$ cat src/rtl/fft_stream_io_if.sv
// Stream, FFT-core control and data-memory signals of fft_stream_io.
// master = the fft_stream_io block, slave = its surroundings.
interface fft_stream_io_if #(
   parameter int LOG2N = 5,
   parameter int DW    = 64
);
   logic             in_valid;
   logic             in_ready;
   logic [DW-1:0]    in_data;
   logic             out_valid;
   logic             out_ready;
   logic [DW-1:0]    out_data;
   logic             out_last;
   logic             start_fft;
   logic             fft_done;
   logic             mem_we;
   logic [LOG2N-1:0] mem_waddr;
   logic [DW-1:0]    mem_wdata;
   logic [LOG2N-1:0] mem_raddr;
   logic [DW-1:0]    mem_rdata;
   logic             busy;

   modport master (
      input  in_valid, in_data, out_ready, fft_done, mem_rdata,
      output in_ready, out_valid, out_data, out_last, start_fft,
             mem_we, mem_waddr, mem_wdata, mem_raddr, busy
   );

   modport slave (
      output in_valid, in_data, out_ready, fft_done, mem_rdata,
      input  in_ready, out_valid, out_data, out_last, start_fft,
             mem_we, mem_waddr, mem_wdata, mem_raddr, busy
   );
endinterface

$ cat src/rtl/fft_stream_io.sv
// Host-side loader/unloader for the radix-2 FFT core: bit-reversed load, start, wait, natural-order unload.
// Define FFT_STREAM_IO_SCALE_EN to shift both output halves right by LOG2N (1/N normalisation).
module fft_stream_io #(
   parameter int LOG2N = 5,
   parameter int DW    = 64
) (
   input logic             clk,
   input logic             rst,
   fft_stream_io_if.master io
);
   localparam int HW = DW / 2;
   localparam logic [LOG2N-1:0] LAST_IDX = {LOG2N{1'b1}};
   localparam logic [LOG2N-1:0] ONE      = {{(LOG2N-1){1'b0}}, 1'b1};
   localparam logic [LOG2N:0]   RONE     = {{LOG2N{1'b0}}, 1'b1};

   typedef enum logic [1:0] {
      S_LOAD   = 2'd0,
      S_START  = 2'd1,
      S_WAIT   = 2'd2,
      S_UNLOAD = 2'd3
   } state_t;

   state_t           state_r, state_s;
   logic [LOG2N-1:0] cnt_r, cnt_s, ocnt_r;
   logic [LOG2N:0]   rcnt_r;
   logic [1:0]       occ_r;
   logic             inflight_r;
   logic [DW-1:0]    buf0_r, buf1_r;
   logic             in_ready_r, start_fft_r, busy_r, busy_s;
   logic             load_fire_s, out_valid_s, out_last_s, pop_s, push_s, issue_s, frame_end_s;

   function automatic logic [LOG2N-1:0] bitrev(input logic [LOG2N-1:0] v);
      logic [LOG2N-1:0] r;
      r = {LOG2N{1'b0}};
      for (int i = 0; i < LOG2N; i++) r[i] = v[LOG2N-1-i];
      return r;
   endfunction

   function automatic logic [DW-1:0] scale_out(input logic [DW-1:0] d);
`ifdef FFT_STREAM_IO_SCALE_EN
      logic signed [HW-1:0] re, im;
      re = $signed(d[DW-1:HW]) >>> LOG2N;
      im = $signed(d[HW-1:0]) >>> LOG2N;
      return {re, im};
`else
      return d;
`endif
   endfunction

   assign load_fire_s = io.in_valid & in_ready_r;
   assign out_valid_s = (occ_r != 2'd0);
   assign out_last_s  = out_valid_s && (ocnt_r == LAST_IDX);
   assign pop_s       = out_valid_s & io.out_ready;
   assign push_s      = inflight_r;
   assign frame_end_s = pop_s & out_last_s;
   // A pop in this cycle frees a slot, which keeps the unload bubble-free at full rate.
   assign issue_s     = (state_r == S_UNLOAD) && !rcnt_r[LOG2N] &&
                        (({1'b0, occ_r} + {2'b00, inflight_r}) < (3'd2 + {2'b00, pop_s}));

   assign io.in_ready  = in_ready_r;
   assign io.start_fft = start_fft_r;
   assign io.busy      = busy_r;
   assign io.mem_we    = load_fire_s;
   assign io.mem_waddr = bitrev(cnt_r);
   assign io.mem_wdata = io.in_data;
   assign io.mem_raddr = (state_r == S_UNLOAD) ? rcnt_r[LOG2N-1:0] : {LOG2N{1'b0}};
   assign io.out_valid = out_valid_s;
   assign io.out_last  = out_last_s;
   assign io.out_data  = scale_out(buf0_r);

   // Next-state and load-counter logic.
   always_comb begin
      state_s = state_r;
      cnt_s   = cnt_r;
      case (state_r)
         S_LOAD: begin
            if (load_fire_s) begin
               cnt_s = cnt_r + ONE;
               if (cnt_r == LAST_IDX) state_s = S_START;
               else                   state_s = S_LOAD;
            end else begin
               state_s = S_LOAD;
            end
         end
         S_START: state_s = S_WAIT;
         S_WAIT: begin
            if (io.fft_done) state_s = S_UNLOAD;
            else             state_s = S_WAIT;
         end
         S_UNLOAD: begin
            if (frame_end_s) state_s = S_LOAD;
            else             state_s = S_UNLOAD;
         end
         default: begin
            state_s = S_LOAD;
            cnt_s   = {LOG2N{1'b0}};
         end
      endcase
      busy_s = !((state_s == S_LOAD) && (cnt_s == {LOG2N{1'b0}}));
   end

   // State register and registered control outputs.
   always_ff @(posedge clk) begin
      if (rst) begin
         state_r     <= S_LOAD;
         cnt_r       <= {LOG2N{1'b0}};
         in_ready_r  <= 1'b0;
         start_fft_r <= 1'b0;
         busy_r      <= 1'b0;
      end else begin
         state_r     <= state_s;
         cnt_r       <= cnt_s;
         in_ready_r  <= (state_s == S_LOAD);
         start_fft_r <= (state_s == S_START);
         busy_r      <= busy_s;
      end
   end

   // Read-issue and output-beat counters for the unload phase.
   always_ff @(posedge clk) begin
      if (rst || frame_end_s) begin
         rcnt_r <= {(LOG2N+1){1'b0}};
         ocnt_r <= {LOG2N{1'b0}};
      end else begin
         if (issue_s) rcnt_r <= rcnt_r + RONE;
         if (pop_s)   ocnt_r <= ocnt_r + ONE;
      end
   end

   // Two-entry skid buffer; buf0_r is always the head presented on out_data.
   always_ff @(posedge clk) begin
      if (rst) begin
         inflight_r <= 1'b0;
         occ_r      <= 2'd0;
         buf0_r     <= {DW{1'b0}};
         buf1_r     <= {DW{1'b0}};
      end else begin
         inflight_r <= issue_s;
         case ({push_s, pop_s})
            2'b10: begin
               if (occ_r == 2'd0) begin
                  buf0_r <= io.mem_rdata;
                  occ_r  <= 2'd1;
               end else begin
                  buf1_r <= io.mem_rdata;
                  occ_r  <= 2'd2;
               end
            end
            2'b01: begin
               buf0_r <= buf1_r;
               occ_r  <= occ_r - 2'd1;
            end
            2'b11: begin
               if (occ_r == 2'd1) begin
                  buf0_r <= io.mem_rdata;
               end else begin
                  buf0_r <= buf1_r;
                  buf1_r <= io.mem_rdata;
               end
            end
            default: occ_r <= occ_r;
         endcase
      end
   end
endmodule

$ cat src/flat_wrapper.sv
// flat-port wrapper written by rule: the top's interface ports become plain ports
module fft_stream_io_flat 
#(
   parameter int LOG2N = 5,
   parameter int DW    = 64
)
  (clk, rst, io_in_valid, io_in_data, io_out_ready, io_fft_done, io_mem_rdata, io_in_ready, io_out_valid, io_out_data, io_out_last, io_start_fft, io_mem_we, io_mem_waddr, io_mem_wdata, io_mem_raddr, io_busy);
  fft_stream_io_if #(.LOG2N(LOG2N), .DW(DW)) io_i ();
  input logic clk;
  input logic rst;
  input wire logic [$bits(io_i.in_valid)-1:0] io_in_valid;
  input wire logic [$bits(io_i.in_data)-1:0] io_in_data;
  input wire logic [$bits(io_i.out_ready)-1:0] io_out_ready;
  input wire logic [$bits(io_i.fft_done)-1:0] io_fft_done;
  input wire logic [$bits(io_i.mem_rdata)-1:0] io_mem_rdata;
  output wire logic [$bits(io_i.in_ready)-1:0] io_in_ready;
  output wire logic [$bits(io_i.out_valid)-1:0] io_out_valid;
  output wire logic [$bits(io_i.out_data)-1:0] io_out_data;
  output wire logic [$bits(io_i.out_last)-1:0] io_out_last;
  output wire logic [$bits(io_i.start_fft)-1:0] io_start_fft;
  output wire logic [$bits(io_i.mem_we)-1:0] io_mem_we;
  output wire logic [$bits(io_i.mem_waddr)-1:0] io_mem_waddr;
  output wire logic [$bits(io_i.mem_wdata)-1:0] io_mem_wdata;
  output wire logic [$bits(io_i.mem_raddr)-1:0] io_mem_raddr;
  output wire logic [$bits(io_i.busy)-1:0] io_busy;
  assign io_i.in_valid = io_in_valid;
  assign io_i.in_data = io_in_data;
  assign io_i.out_ready = io_out_ready;
  assign io_i.fft_done = io_fft_done;
  assign io_i.mem_rdata = io_mem_rdata;
  assign io_in_ready = io_i.in_ready;
  assign io_out_valid = io_i.out_valid;
  assign io_out_data = io_i.out_data;
  assign io_out_last = io_i.out_last;
  assign io_start_fft = io_i.start_fft;
  assign io_mem_we = io_i.mem_we;
  assign io_mem_waddr = io_i.mem_waddr;
  assign io_mem_wdata = io_i.mem_wdata;
  assign io_mem_raddr = io_i.mem_raddr;
  assign io_busy = io_i.busy;
  fft_stream_io #(.LOG2N(LOG2N), .DW(DW)) u_core (.clk(clk), .rst(rst), .io(io_i));
endmodule
$ cat config.mk
export PLATFORM = sky130hd
export DESIGN_NAME = fft_stream_io_flat
export DESIGN_NICKNAME = d
export VERILOG_FILES = /design/src/rtl/fft_stream_io_if.sv /design/src/rtl/fft_stream_io.sv /design/src/flat_wrapper.sv
export SDC_FILE = /design/constraint.sdc
export NUM_CORES = 1
export LEC_CHECK = 0
export ABC_AREA = 1
export CAP_MARGIN = 0
export CORE_MARGIN = 4
export CORE_UTILIZATION = 48
export DETAILED_ROUTE_END_ITERATION = 10
export GPL_ROUTABILITY_DRIVEN = 0
export PLACE_DENSITY = 0.87
export SYNTH_ARGS = -nofsm -noshare
export SYNTH_HDL_FRONTEND = slang
export SYNTH_SLANG_ARGS = --single-unit
$ cat constraint.sdc
create_clock -name clk -period 3.37 [get_ports clk]
set_input_delay 0.5055 -clock clk [delete_from_list [all_inputs] [get_ports clk]]
set_output_delay 0.5055 -clock clk [all_outputs]
set_load 0.005 [all_outputs]
==> results.cfg, run 1 <==
[status]
outcome = finished clean

[synth]
async_flop_share_pct = 0
yosys_register_bits = 152
yosys_warnings = 0
synth_top_cells_by_area = dfxtp_1 42%, inv_1 11%, o21ai_1 8.5%
yosysSeqAreaShare_pct = 42.5
synth-main-ff-cell = dfxtp_1
synth_top_area_share_pct = 42.5
synth_nets = 1079
yosysTopAreaCell = dfxtp_1
netlist_area_mm2 = 0.00717
synth_commonest_cells = 215 x inv_1, 152 x dfxtp_1, 122 x o21ai_1
synth-edff-count = 0
yosysMostFrequentCell = inv_1
synth.avg_cell_area_um2 = 7.67
yosysUniqueCellTypes = 28
synthCells = 934

[layout]
instances_no_fill = 1187
final_layout_size_suffix_gt1_share_pct = 5.38
area_growth_pct = 23.8
nets = 1135
fillers = 1241
insertedDiodeCount = 0

[sta]
layout_min_cycle_time_ns = 2.85
setup_viol = 0
grt_setup_unrepaired = no
min_period_over_period_pct = 84.6
fin_setup_tns_ns = 0
fin_ws_ns = 0.517
worst_pin_slew_ns = 1.15
max_freq_mhz = 351
max_slew_margin_pct = 23.2
hold_viol_final = 0
fin_worst_skew_ns = 0.0100
slew_viol_final = 0

[cts]
tritoncts = yes
worstSkewPairLatency_ns = 0.41
htreeDepth = 4
cts_buffer_depth = 2
root_buffer = clkbuf_16
ctsResizeCount = 0
numCtsBuffers = 17
holdBufCountCts = 0
clk_pin_slew_ns = 0.07
cts_setup_buffers = 0
cts_sinks = 152

[power_and_ir_drop]
power_frac_clock_pct = 42.8
pwr-share-comb_pct = 16.0
p_sw_share_pct = 26.4
powerDensity_mw_per_mm2 = 533
seq_power_share_pct = 41.2
intPower_w = 0.00348
p_switching_w = 0.00125
worst_ir_drop_vdd_uv = 449
leakagePower_nw = 3.86

[floorplanning]
die_w_um = 130
core_mm2 = 0.0146
die_height_um = 130
fp-row-count = 44
start_util_pct = 49.1
ioPinCount = 277
die-area_mm2 = 0.0170

[global_route]
grt_antenna_before_repair = 0
grt_max_degree = 129
grt_pass1_wl_um = 27600
overflow = 0
grt_pass1_vias = 5857
grtUsageTotal_pct = 20.1

[critical_path]
worst_path_max_delay_cell = dfxtp_1
slowest_delay_ns = 0.38
crit_type = flop to flop
startpoint_type = flop
cp.arrival_ns = 3.15
r2r_start = u_core.occ_r[0]$_SDFFE_PP0P_
cp_max_fo = 52
critPathRequiredTime_ns = 3.66
critPathLaunch = u_core.occ_r[0]$_SDFFE_PP0P_
path_cells = inv_1 > ha_1 > inv_2 > nand2_4 > inv_1 > ha_1 > nand2_1 > o21ai_0 > o21ai_4 > buf_12 > o21ai_1 > a21oi_1
critical_path.endpoint_type = flop

[routing]
vias = 6037
antenna_left = 0
wl_um = 16900
firstDrtPassIters = 4
wire_per_inst_um = 14.2
first_iter_violations = 368
vias_per_cell = 5.09
drc_errors = 0

[min_path]
worstHoldPathType = flop to flop
hp-start = u_core.buf1_r[21]$_SDFFE_PP0P_

[run]
cap_violations = 0

[place]
dp_hpwl_um = 10500
dp.cells = 1155
port_buffers = 148
dp_slack_ns = 0.345
[worst max-delay path: cells and delay by family, from the launching register on]
family | cells | cell delay (ns)
flip-flops | 1 | 0.38
buffers and inverters | 4 | 0.73
AND/OR/NAND/NOR | 2 | 0.27
adder cells (fa/ha/maj) | 2 | 0.60
AO/OA/AOI/OAI | 4 | 0.75
[metal layers]
metal	up-vias	wire length, µm	global-route usage, %
met1	2773	7410	24.9
met2	176	7840	32.5
met4	0	245	6.42
met3	24	1350	7.45
met5	-	0	0
li1	3064	-	-
[final timing paths]
kind                                                        to  slack, ns  cells past startpoint
worst max-delay path            u_core.buf1_r[47]$_SDFFE_PP0P_       0.52                     12
worst min-delay path            u_core.buf1_r[21]$_SDFFE_PP0P_       0.45                      2
worst max register to register  u_core.buf1_r[47]$_SDFFE_PP0P_       0.52                     12
worst min register to register  u_core.buf1_r[21]$_SDFFE_PP0P_       0.45                      2
[final cells by class]
type,count,area [µm²],area share [%]
clock inverter,15,204,2.30
tap,184,230,2.59
clock buffer,17,425,4.79
timing repair buffer,156,1590,17.9
sequential,152,3040,34.3
inverter,219,826,9.30
multi-input combinational,444,2560,28.8
[through the flow]
step | util, % | power, W | hold WS, ns | instance area, µm²
2_1_floorplan | - | 0.00243 | 0.431 | 7170
3_3_place_gp | 56.5 | 0.00273 | 0.439 | 8250
3_5_place_dp | 56.5 | 0.00274 | 0.446 | 8250
4_1_cts | 60.8 | 0.00478 | 0.456 | 8880
5_1_grt | 60.8 | 0.00495 | 0.477 | 8880
6_report | 60.8 | 0.00473 | 0.453 | 8880
[cell families (layout without fill, tap and decap cells)]
| logic type | Yosys count | count (layout) | synth area share (%) |
|---|---|---|---|
| adder cells (fa/ha/maj) | 12 | 12 | 2.09 |
| XOR/XNOR | 3 | 3 | 0.367 |
| AND/OR/NAND/NOR | 85 | 85 | 5.22 |
| flip-flops | 152 | 152 | 42.5 |
| AO/OA/AOI/OAI | 344 | 344 | 27.6 |
| buffers and inverters | 338 | 407 | 22.3 |
[power by group through the flow]
stage	Combinational (W)	Sequential [W]	Clock, W
6_report	0.000755	0.00195	0.00203
3_3_place_gp	0.000741	0.00199	0
2_1_floorplan	0.000440	0.00199	0
3_5_place_dp	0.000753	0.00199	0
4_1_cts	0.000760	0.00195	0.00207
5_1_grt	0.000832	0.00196	0.00215
[registers in the layout, summed over array words and instances (netlist names)]
| signal | cells |
|---|---|
| u_core.state_r | 2 |
| u_core.io.start_fft | 1 |
| u_core.occ_r | 2 |
| u_core.io.in_ready | 1 |
| u_core.ocnt_r | 5 |
| u_core.buf1_r | 64 |
| u_core.io.out_data | 64 |
| u_core.inflight_r | 1 |
| u_core.rcnt_r | 6 |
| u_core.io.busy | 1 |
| u_core.cnt_r | 5 |
[layout by cell type (no fill, tap or decap)]
| cell | count |
|---|---|
| o21ai_1 | 121 |
| inv_1 | 215 |
| clkbuf_16 | 17 |
| nand3_1 | 11 |
| nor3_1 | 6 |
| clkdlybuf4s50_1 | 148 |
| nor2_1 | 29 |
| inv_6 | 5 |
| bufinv_16 | 3 |
| nand3b_1 | 1 |
| ha_1 | 12 |
| a211oi_1 | 2 |
| inv_2 | 2 |
| buf_4 | 4 |
| o21bai_1 | 64 |
| o21ai_0 | 14 |
| o22ai_1 | 64 |
| nand4_1 | 1 |
| clkinv_2 | 1 |
| nand2_1 | 31 |
| a21oi_4 | 1 |
| xor2_1 | 3 |
| nand2_4 | 1 |
| nand2_2 | 3 |
| inv_4 | 1 |
| a21oi_1 | 75 |
| o21ai_4 | 2 |
| buf_12 | 4 |
| inv_8 | 4 |
| clkinv_4 | 2 |
| dfxtp_1 | 152 |
| nor3b_2 | 1 |
| o21ai_2 | 1 |
| nor3_2 | 1 |
| clkinvlp_4 | 1 |
No activity file was read; power rests on OpenSTA's default activity.
==> run 2: changes to the inputs <==
--- a/config.mk
+++ b/config.mk
@@ -8,10 +8,10 @@
 export ABC_AREA = 1
 export CAP_MARGIN = 0
 export CORE_MARGIN = 4
-export CORE_UTILIZATION = 48
+export CORE_UTILIZATION = 44
 export DETAILED_ROUTE_END_ITERATION = 10
 export GPL_ROUTABILITY_DRIVEN = 0
-export PLACE_DENSITY = 0.87
+export PLACE_DENSITY = 0.8
 export SYNTH_ARGS = -nofsm -noshare
 export SYNTH_HDL_FRONTEND = slang
 export SYNTH_SLANG_ARGS = --single-unit
==> constraint.sdc (replaced) <==
create_clock -name clk -period 2.98 [get_ports clk]
set_input_delay 0.447 -clock clk [delete_from_list [all_inputs] [get_ports clk]]
set_output_delay 0.447 -clock clk [all_outputs]
set_load 0.005 [all_outputs]
==> run 2 against run 1 <==
  * Core utilization decreased by 4.5 points
  * Critical path depth unchanged
  * Register-to-register slack lost 0.17 ns
  * Power increased by 13%
  * Clock power increased by 12%
  * Critical path type unchanged
  * Largest cell class unchanged
  * Largest power group unchanged
  * Highest routed layer unchanged
==> results.cfg, run 2 (synthesis results as in run 1) <==
[status]
outcome = finished clean

[layout]
final_layout_size_suffix_gt1_share_pct = 5.56
fin_area_mm2 = 0.00898
final_core_util_pct = 56.3
area_growth_pct = 25.3
final_common_cell = inv_1
nets = 1140
final_cell_mix = 215 x inv_1, 152 x dfxtp_1, 148 x clkdlybuf4s50_1
insertedDiodeCount = 0

[min_path]
hold_depth = 2
worstHoldPathType = flop to flop

[place]
port_buffers = 148
place_area_mm2 = 0.00836
dp_hpwl_um = 11000
dp_slack_ns = 0.237

[sta]
fin_worst_skew_ns = 0.0124
min_period_over_period_pct = 88.4
layout_min_cycle_time_ns = 2.64
setup_viol = 0
max_slew_margin_pct = 52.8
grt_setup_unrepaired = no
fin_ws_ns = 0.345
worst_pin_slew_ns = 0.709
fin_setup_tns_ns = 0
max_freq_mhz = 379
hold_viol_final = 0
slew_viol_final = 0

[global_route]
grtUsageTotal_pct = 18.2
overflow = 0
grt_pass1_vias = 5782
grt_antenna_before_repair = 0
grt_pass1_wl_um = 27400
grt_max_degree = 67

[routing]
antenna_left = 0
wire_per_inst_um = 13.8
vias_per_cell = 4.96
first_iter_violations = 268
firstDrtPassIters = 4
vias = 6072
drc_errors = 0
wl_um = 16900

[critical_path]
cp_max_fo = 15
critical_path.endpoint_type = flop
r2r_cells = 12
crit_type = flop to flop
cp.arrival_ns = 2.92
startpoint_type = flop
critPathRequiredTime_ns = 3.27

[floorplanning]
fp-row-count = 46
core_mm2 = 0.0159
die-area_mm2 = 0.0184
die_w_um = 136
start_util_pct = 45.0
ioPinCount = 277
die_height_um = 136

[cts]
tritoncts = yes
root_buffer = clkbuf_16
ctsResizeCount = 0
clk_pin_slew_ns = 0.06
holdBufCountCts = 0
cts_setup_buffers = 0
worstSkewPairLatency_ns = 0.43
numCtsBuffers = 17
cts_sinks = 152
cts_buffer_depth = 2
htreeDepth = 4

[run]
cap_violations = 0

[power_and_ir_drop]
power_w = 0.00535
powerDensity_mw_per_mm2 = 595
leakagePower_nw = 3.88
worst_ir_drop_vdd_uv = 386
run 2: layout make-up:
class,instances,area (µm²)
Clock buffer,20,447
Clock inverter,11,173
Fill cell,1497,6960
Inverter,219,826
Multi-Input combinational cell,444,2560
Sequential cell,152,3040
Tap cell,216,270
Timing Repair Buffer,161,1670
run 2: critical path, cell delays in order, from the launching register on:
cell and delay, ns:
dfxtp_1 0.39, inv_1 0.08, ha_1 0.27, inv_2 0.17, nand2_4 0.12, inv_1 0.16, ha_1 0.33, nand2_1 0.16
o21ai_0 0.16, o21ai_4 0.22, buf_4 0.23, o21ai_1 0.15, a21oi_1 0.06
run 2: worst paths after layout:
check,startpoint,endpoint,slack [ns]
worst min register to register,u_core.buf1_r[12]$_SDFFE_PP0P_,u_core.buf1_r[12]$_SDFFE_PP0P_,0.45
worst min-delay path,u_core.buf1_r[12]$_SDFFE_PP0P_,u_core.buf1_r[12]$_SDFFE_PP0P_,0.45
worst max register to register,u_core.occ_r[0]$_SDFFE_PP0P_,u_core.buf1_r[57]$_SDFFE_PP0P_,0.34
worst max-delay path,u_core.occ_r[0]$_SDFFE_PP0P_,u_core.buf1_r[57]$_SDFFE_PP0P_,0.34
run 2: where the power goes:
part / switching (W) / internal, W / total [W]
sequential: 0.0000626 / 0.00214 / 0.00221
clock: 0.000853 / 0.00142 / 0.00228
combinational: 0.000414 / 0.000450 / 0.000864
total: 0.00133 / 0.00402 / 0.00535
run 2: metal layers:
| metal | share of wire (%) | track usage, % |
|---|---|---|
| met1 | 44 | 22.5 |
| met2 | 45 | 28.8 |
| met3 | 8.2 | 6.54 |
| met4 | 2.4 | 7.67 |
| met5 | 0 | 0 |
run 2: metrics by stage:
step	cells	hold slack (ns)
after floorplan	934	0.431
after detailed placement	1192	0.444
after CTS	1223	0.454
final	1223	0.452
after global routing	1223	0.471
after global placement	1192	0.438
==> run 3: changes to the inputs <==
--- a/config.mk
+++ b/config.mk
@@ -7,10 +7,12 @@
 export LEC_CHECK = 0
 export ABC_AREA = 1
 export CAP_MARGIN = 0
+export CORE_ASPECT_RATIO = 1.75
 export CORE_MARGIN = 4
 export CORE_UTILIZATION = 44
 export DETAILED_ROUTE_END_ITERATION = 10
 export GPL_ROUTABILITY_DRIVEN = 0
+export GPL_TIMING_DRIVEN = 0
 export PLACE_DENSITY = 0.8
 export SYNTH_ARGS = -nofsm -noshare
 export SYNTH_HDL_FRONTEND = slang
==> run 3 against run 2 <==
  * Power rose by 3.7%
  * Critical path type unchanged
  * Critical path depth did not move
  * Cell count rose by 12%
  * Maximum frequency fell by 2.7%
  * Sequential power barely moved
  * Die area rose by 0.44%
  * Clock skew fell by 0.0032 ns
  * Wire length rose by 27%
  * Core utilization rose by 7.3 points
  * Clock-buffer cell count did not move
  * Design area rose by 13%
==> results.cfg, run 3 (synthesis results as in run 1) <==
[status]
outcome = finished clean

[critical_path]
critPathRequiredTime_ns = 3.29
cp-endpoint = u_core.io.out_data[42]$_SDFFE_PP0P_
critical_path.endpoint_type = flop
cp.arrival_ns = 3.02
rrSetupSlack_ns = 0.27
cp_max_fo = 10
r2r-end = u_core.io.out_data[42]$_SDFFE_PP0P_
startpoint_type = flop
crit_type = flop to flop
r2r_cells = 12
critPathLaunch = u_core.occ_r[0]$_SDFFE_PP0P_
r2r_start = u_core.occ_r[0]$_SDFFE_PP0P_

[sta]
max_freq_mhz = 369
min_period_over_period_pct = 90.9
grt_setup_unrepaired = no
worst_pin_slew_ns = 0.633
setup_viol = 0
fin_setup_tns_ns = 0
max_slew_margin_pct = 57.8
hold_viol_final = 0
fin_ws_ns = 0.272
fin_worst_skew_ns = 0.00920
layout_min_cycle_time_ns = 2.71
slew_viol_final = 0

[power_and_ir_drop]
worst_ir_drop_vdd_uv = 331
p_switching_w = 0.00139
p_sw_share_pct = 25.1
pwr-share-comb_pct = 18.9
seq_power_share_pct = 40.0
powerDensity_mw_per_mm2 = 547
leakagePower_nw = 4.49
intPower_w = 0.00415
power_frac_clock_pct = 41.1

[routing]
drc_errors = 0
vias = 6831
wire_per_inst_um = 15.7
antenna_left = 0
vias_per_cell = 5.00
firstDrtPassIters = 4
wl_um = 21400
first_iter_violations = 239

[floorplanning]
die-area_mm2 = 0.0185
core_mm2 = 0.0160
die_height_um = 177
die_w_um = 104
fp-row-count = 61
ioPinCount = 277
start_util_pct = 44.9

[place]
dp_slack_ns = 0.122
port_buffers = 212
dp_hpwl_um = 16300
dp.cells = 1335

[cts]
numCtsBuffers = 17
holdBufCountCts = 0
worstSkewPairLatency_ns = 0.42
root_buffer = clkbuf_16
htreeDepth = 4
clk_pin_slew_ns = 0.06
cts_setup_buffers = 0
cts_sinks = 152
tritoncts = yes
ctsResizeCount = 0
cts_buffer_depth = 2

[layout]
final_layout_size_suffix_gt1_share_pct = 12.0
final_common_cell = inv_1
fillers = 1343
final_cell_mix = 215 x inv_1, 212 x clkdlybuf4s50_1, 152 x dfxtp_1
nets = 1310
area_growth_pct = 41.5
insertedDiodeCount = 0
instances_no_fill = 1366

[global_route]
grt_antenna_before_repair = 0
grtUsageTotal_pct = 22.9
grt_pass1_wl_um = 33800
grt_max_degree = 17
grt_pass1_vias = 6872
overflow = 0

[run]
cap_violations = 0

[min_path]
worstHoldPathType = flop to flop
==> run 3: power by group through the flow <==
stage	logic (W)	clock network [W]	registers, W
floorplan	0.000497	0	0.00225
global placement	0.00103	0	0.00226
detailed placement	0.00104	0	0.00226
CTS	0.00105	0.00230	0.00222
global route	0.00114	0.00239	0.00223
finish	0.00105	0.00228	0.00222
==> run 3: metrics by stage <==
step | utilization [%] | hold slack (ns) | power (W) | area [µm²]
4_1_cts | 63.6 | 0.455 | 0.00557 | 10100
3_3_place_gp | 59.7 | 0.439 | 0.00329 | 9530
3_5_place_dp | 59.7 | 0.446 | 0.00331 | 9530
5_1_grt | 63.6 | 0.470 | 0.00576 | 10100
6_report | 63.6 | 0.452 | 0.00555 | 10100
2_1_floorplan | - | 0.431 | 0.00275 | 7170
==> run 3: area by class of cell <==
cell class,count,area [µm²],share of cell area (%)
Clock inverter,11,173,1.70
Buffer,119,772,7.61
Timing Repair Buffer,212,2120,20.9
Clock buffer,20,447,4.40
Tap cell,189,236,2.33
Multi-Input combinational cell,444,2530,24.9
Inverter,219,825,8.13
Sequential cell,152,3040,30.0
==> run 3: per-layer routing <==
metal | share of wire, % | GRT usage (%)
met3 | 7.4 | 6.72
met1 | 35 | 21.3
met5 | 0 | 0
met4 | 3.4 | 10.5
met2 | 54 | 45.0
==> run 3: worst max-delay path, cell delays in order (launching register included) <==
cell and delay [ns]:
dfxtp_1 0.39, inv_1 0.08, ha_1 0.25, inv_2 0.12
nand2_4 0.11, inv_1 0.18, ha_1 0.25, inv_2 0.06
o21ai_2 0.48, buf_2 0.34, o22ai_1 0.15, o21bai_1 0.14
inv_1 0.05
==> run 3: worst min-delay path by stage <==
stage | from | end | cells past startpoint
2_1_floorplan | u_core.buf1_r[30]$_SDFFE_PP0P_ | u_core.buf1_r[30]$_SDFFE_PP0P_ | 2
3_3_place_gp | u_core.buf1_r[61]$_SDFFE_PP0P_ | u_core.buf1_r[61]$_SDFFE_PP0P_ | 2
6_report | u_core.buf1_r[2]$_SDFFE_PP0P_ | u_core.buf1_r[2]$_SDFFE_PP0P_ | 2
3_5_place_dp | u_core.buf1_r[9]$_SDFFE_PP0P_ | u_core.buf1_r[9]$_SDFFE_PP0P_ | 2
5_1_grt | u_core.buf1_r[27]$_SDFFE_PP0P_ | u_core.buf1_r[27]$_SDFFE_PP0P_ | 2
4_1_cts | u_core.buf1_r[9]$_SDFFE_PP0P_ | u_core.buf1_r[9]$_SDFFE_PP0P_ | 2
==> RTL change 1: new RTL, settings of run 3 <==
`LOG2N` is set to 5 in 3 places; all go to 3.
--- a/src/rtl/fft_stream_io_if.sv
+++ b/src/rtl/fft_stream_io_if.sv
@@ -1,7 +1,7 @@
 // Stream, FFT-core control and data-memory signals of fft_stream_io.
 // master = the fft_stream_io block, slave = its surroundings.
 interface fft_stream_io_if #(
-   parameter int LOG2N = 5,
+   parameter int LOG2N = 3,
    parameter int DW    = 64
 );
    logic             in_valid;
--- a/src/rtl/fft_stream_io.sv
+++ b/src/rtl/fft_stream_io.sv
@@ -1,7 +1,7 @@
 // Host-side loader/unloader for the radix-2 FFT core: bit-reversed load, start, wait, natural-order unload.
 // Define FFT_STREAM_IO_SCALE_EN to shift both output halves right by LOG2N (1/N normalisation).
 module fft_stream_io #(
-   parameter int LOG2N = 5,
+   parameter int LOG2N = 3,
    parameter int DW    = 64
 ) (
    input logic             clk,
--- a/src/flat_wrapper.sv
+++ b/src/flat_wrapper.sv
@@ -1,7 +1,7 @@
 // flat-port wrapper written by rule: the top's interface ports become plain ports
 module fft_stream_io_flat 
 #(
-   parameter int LOG2N = 5,
+   parameter int LOG2N = 3,
    parameter int DW    = 64
 )
   (clk, rst, io_in_valid, io_in_data, io_out_ready, io_fft_done, io_mem_rdata, io_in_ready, io_out_valid, io_out_data, io_out_last, io_start_fft, io_mem_we, io_mem_waddr, io_mem_wdata, io_mem_raddr, io_busy);
Ports: changed (resized io_mem_raddr and io_mem_waddr); port bits go from 277 to 273. The function was not compared with the original's and may differ.
==> RTL change 1 against run 3 <==
- global-route usage down 0.45 points
- area after synthesis grew 3.8%
- clock skew fell by 0.0023 ns
- core utilization shrank 0.29 points
- design area up 3.1%
- fmax increased by 8.9%
- wire length decreased by 0.20%
- total power up 2.1%
- sequential cell count fell by 6
- combinational power increased by 6%
- sequential share of layout area is 2.1 points lower
- worst setup slack better by 0.22 ns
==> RTL change 1: results <==
metrics = {
    "route": {
        "wl_met2_um": 11800,
        "wl_um": 21400,
        "met1_length_um": 7420,
        "dr.pass1.iters": 6,
    },
    "cells_and_area": {
        "area_share_nonclk_buffers_pct": 28.7,
        "final_cells": 1357,
        "layout-drive-gt1-share_pct": 28.5,
        "inv_count": 86,
        "fin_area_um2": 10500,
        "clock_area_share_pct": 6.33,
        "nClkBuffers": 18,
    },
    "yosys": {
        "synth_compound_area_share_pct": 16.4,
        "synthTopCellsByArea": "dfxtp_1 (39%), nand2_1 (11%), o211ai_2 (11%), nand3_2 (7.5%), buf_4 (6.6%)",
        "synth.avg_cell_area_um2": 8.32,
        "synth_fa_ha_area_share_pct": 2.02,
        "yosysUniqueCellTypes": 24,
    },
    "global_routing": {
        "grtUsageTotal_pct": 22.4,
        "grtUsageMet2_pct": 42.5,
        "met3_usage_pct": 5.60,
        "grtUsageMet1_pct": 22.8,
        "grt_pass1_vias": 6921,
    },
    "placed_design": {
        "numPortBuffers": 208,
        "hpwl_um": 16600,
        "placed_area_um2": 9800,
        "dp.cells": 1326,
    },
    "power_and_ir_drop": {
        "power.leakage_nw": 4.18,
        "peakVddDrop_mv": 0.334,
    },
    "cts": {
        "cts_sinks": 146,
    },
    "sta": {
        "tightest_slew_ns": 0.643,
    },
    "critical_path": {
        "critPathMaxStageDelay_ns": 0.42,
        "cpMaxStageDelayCell": "clkbuf_1",
    },
    "status": {
        "outcome": "finished clean",
    },
}
RTL change 1: worst paths after layout:
path / slack [ns] / to / cells past startpoint / start
max: 0.49 / u_core.io.out_data[43]$_SDFFE_PP0P_ / 15 / u_core.occ_r[0]$_SDFFE_PP0P_
min: 0.45 / u_core.rcnt_r[3]$_SDFFE_PP0P_ / 2 / u_core.rcnt_r[3]$_SDFFE_PP0P_
max reg2reg: 0.49 / u_core.io.out_data[43]$_SDFFE_PP0P_ / 15 / u_core.occ_r[0]$_SDFFE_PP0P_
min reg2reg: 0.45 / u_core.rcnt_r[3]$_SDFFE_PP0P_ / 2 / u_core.rcnt_r[3]$_SDFFE_PP0P_
RTL change 1: where the power goes:
part	switching, mW	internal (mW)	leakage, nW
combinational	0.500	0.610	2.67
sequential	0.0783	2.06	1.18
clock	0.843	1.57	0.321
==> RTL change 2: new RTL, config.mk and constraints of run 3 <==
Made on the original files. Re-encode `state_t` (4 states) as one-hot, 4 bits wide.
--- a/src/rtl/fft_stream_io.sv
+++ b/src/rtl/fft_stream_io.sv
@@ -13,11 +13,11 @@
    localparam logic [LOG2N-1:0] ONE      = {{(LOG2N-1){1'b0}}, 1'b1};
    localparam logic [LOG2N:0]   RONE     = {{LOG2N{1'b0}}, 1'b1};
 
-   typedef enum logic [1:0] {
-      S_LOAD   = 2'd0,
-      S_START  = 2'd1,
-      S_WAIT   = 2'd2,
-      S_UNLOAD = 2'd3
+   typedef enum logic [3:0] {
+      S_LOAD   = 4'b0001,
+      S_START  = 4'b0010,
+      S_WAIT   = 4'b0100,
+      S_UNLOAD = 4'b1000
    } state_t;
 
    state_t           state_r, state_s;
Check against the original RTL: same outputs for any inputs over 10 cycles, from zero or initial values and one cycle with rst high; not proved beyond that.
==> RTL change 2 against run 3 <==
- critical endpoint is now u_core.io.out_data[36]$_SDFFE_PP0P_
- wire length increased by 11%
- combinational power decreased by 18%
- critical path type unchanged
- total power decreased by 2.4%
- synthesized cell count increased by 4.3%
- sequential cell count increased by 2
- worst setup slack improved by 0.020 ns
- design area increased by 2.2%
- first-iteration DRC count increased by 63%
- area after synthesis increased by 2.2%
- clock power increased by 3%
- fmax increased by 0.73%
==> RTL change 2: results <==
metrics = {
    "yosys": {
        "ys.flop_type": "dfxtp_1",
        "yosysUniqueCellTypes": 34,
        "syn_nets": 1119,
        "synthTopCellsByArea": "dfxtp_1 (42%), o21ai_0 (11%), buf_4 (7.2%), nor2_1 (6.3%), inv_1 (6.2%)",
        "synth_compound_area_share_pct": 22.5,
        "yosys-mux-area-fraction_pct": 0,
        "synth-xor-area-share_pct": 0.239,
        "synth_fa_ha_area_share_pct": 2.05,
        "syn_inst": 974,
        "yosysWarnings": 0,
        "synthTopCellsByCount": "dfxtp_1 (154), o21ai_0 (154), nor2_1 (123)",
        "async_flop_share_pct": 0,
        "yosysSeqAreaShare_pct": 42.1,
    },
    "status": {
        "outcome": "finished clean",
    },
    "cts": {
        "clkLatencyLatePin_ns": 0.42,
        "root_buffer": "clkbuf_16",
        "numCtsBuffers": 17,
        "h-tree-depth": 4,
        "clk_pin_slew_ns": 0.07,
        "clockBufferDepth": 2,
        "postCtsSetupBuffers": 0,
        "ctsResizeCount": 0,
    },
    "global_routing": {
        "grt_pass1_wl_um": 36900,
        "antenna_found_initial": 1,
        "grtUsageTotal_pct": 24.7,
        "grt_pass1_vias": 7320,
        "grt_start_max_net_pins": 17,
    },
    "power_and_ir_drop": {
        "peakVddDrop_mv": 0.338,
        "p_sw_share_pct": 24.9,
        "power.leakage_nw": 4.63,
    },
    "sta": {
        "tightest_slew_ns": 0.531,
        "skew_ns": 0.0104,
        "drv_slew": 0,
    },
    "route": {
        "ant_nets": 0,
        "drt_iter0_markers": 390,
        "dr.pass1.iters": 5,
        "wl_um": 23800,
        "vias": 7506,
    },
    "placed_design": {
        "hpwl_um": 17900,
        "dp_slack_ns": 0.119,
        "numPortBuffers": 212,
        "placed_area_um2": 9730,
    },
    "cells_and_area": {
        "final_nets": 1350,
        "final_cells": 1443,
        "fill_cells": 1403,
        "layout-drive-gt1-share_pct": 13.9,
    },
    "critical_path": {
        "crit_fanout": 10,
        "arrival_ns": 2.99,
    },
    "hold_path": {
        "min_path_type": "reg -> reg",
    },
}
## RTL change 2: cell families (layout without fill, tap and decap cells)
logic type / count (synthesis) / count (layout)
compound gates: 283 / 283
xor+xnor: 2 / 2
simple gates: 263 / 263
fa+ha+maj: 12 / 12
buf+inv: 260 / 504
other cells: 0 / 1
flops: 154 / 154
## RTL change 2: critical path, stage by stage, from the launching register on
cell      delay (ns)
dfxtp_1         0.37
inv_1           0.07
ha_1            0.24
inv_2           0.14
nand2_4         0.11
inv_1           0.16
ha_1            0.28
buf_2           0.32
nor2_4          0.13
nor2_2          0.17
buf_2           0.28
nor2_1          0.08
o221ai_1        0.16
inv_1           0.06
## RTL change 2: cell type report
type	count	area (um^2)	share of cell area, %
antenna	1	2.50	0.0241
buffer	130	818	7.89
clock buffer	20	447	4.31
clock inverter	12	186	1.80
inverter	130	488	4.71
multi-input combinational	560	2940	28.4
sequential	154	3080	29.7
tap	224	280	2.70
timing repair buffer	212	2120	20.5
## RTL change 2: power by group through the flow
stage / clock network [mW] / logic (mW) / registers (mW)
6_report: 2.35 / 0.860 / 2.20
5_1_grt: 2.45 / 0.937 / 2.21
4_1_cts: 2.37 / 0.866 / 2.20
3_5_place_dp: 0 / 0.860 / 2.25
3_3_place_gp: 0 / 0.850 / 2.25
2_1_floorplan: 0 / 0.380 / 2.24
## RTL change 2: path summary, 6_finish.rpt
| path | start | endpoint | slack [ns] | cells after the start |
|---|---|---|---|---|
| min | u_core.ocnt_r[4]$_SDFFE_PP0P_ | u_core.ocnt_r[4]$_SDFFE_PP0P_ | 0.48 | 2 |
| max | u_core.occ_r[0]$_SDFFE_PP0P_ | u_core.io.out_data[36]$_SDFFE_PP0P_ | 0.29 | 13 |
| max reg2reg | u_core.occ_r[0]$_SDFFE_PP0P_ | u_core.io.out_data[36]$_SDFFE_PP0P_ | 0.29 | 13 |
| min reg2reg | u_core.ocnt_r[4]$_SDFFE_PP0P_ | u_core.ocnt_r[4]$_SDFFE_PP0P_ | 0.48 | 2 |
## RTL change 2: per-layer routing
metal  GRT usage [%]  part of all wire, %  vias up
met3            6.38                  8.1       61
li1                -                    -     3616
met1            23.6                   34     3466
met5               0                    0        -
met4            14.1                  4.6        0
met2            47.0                   54      363
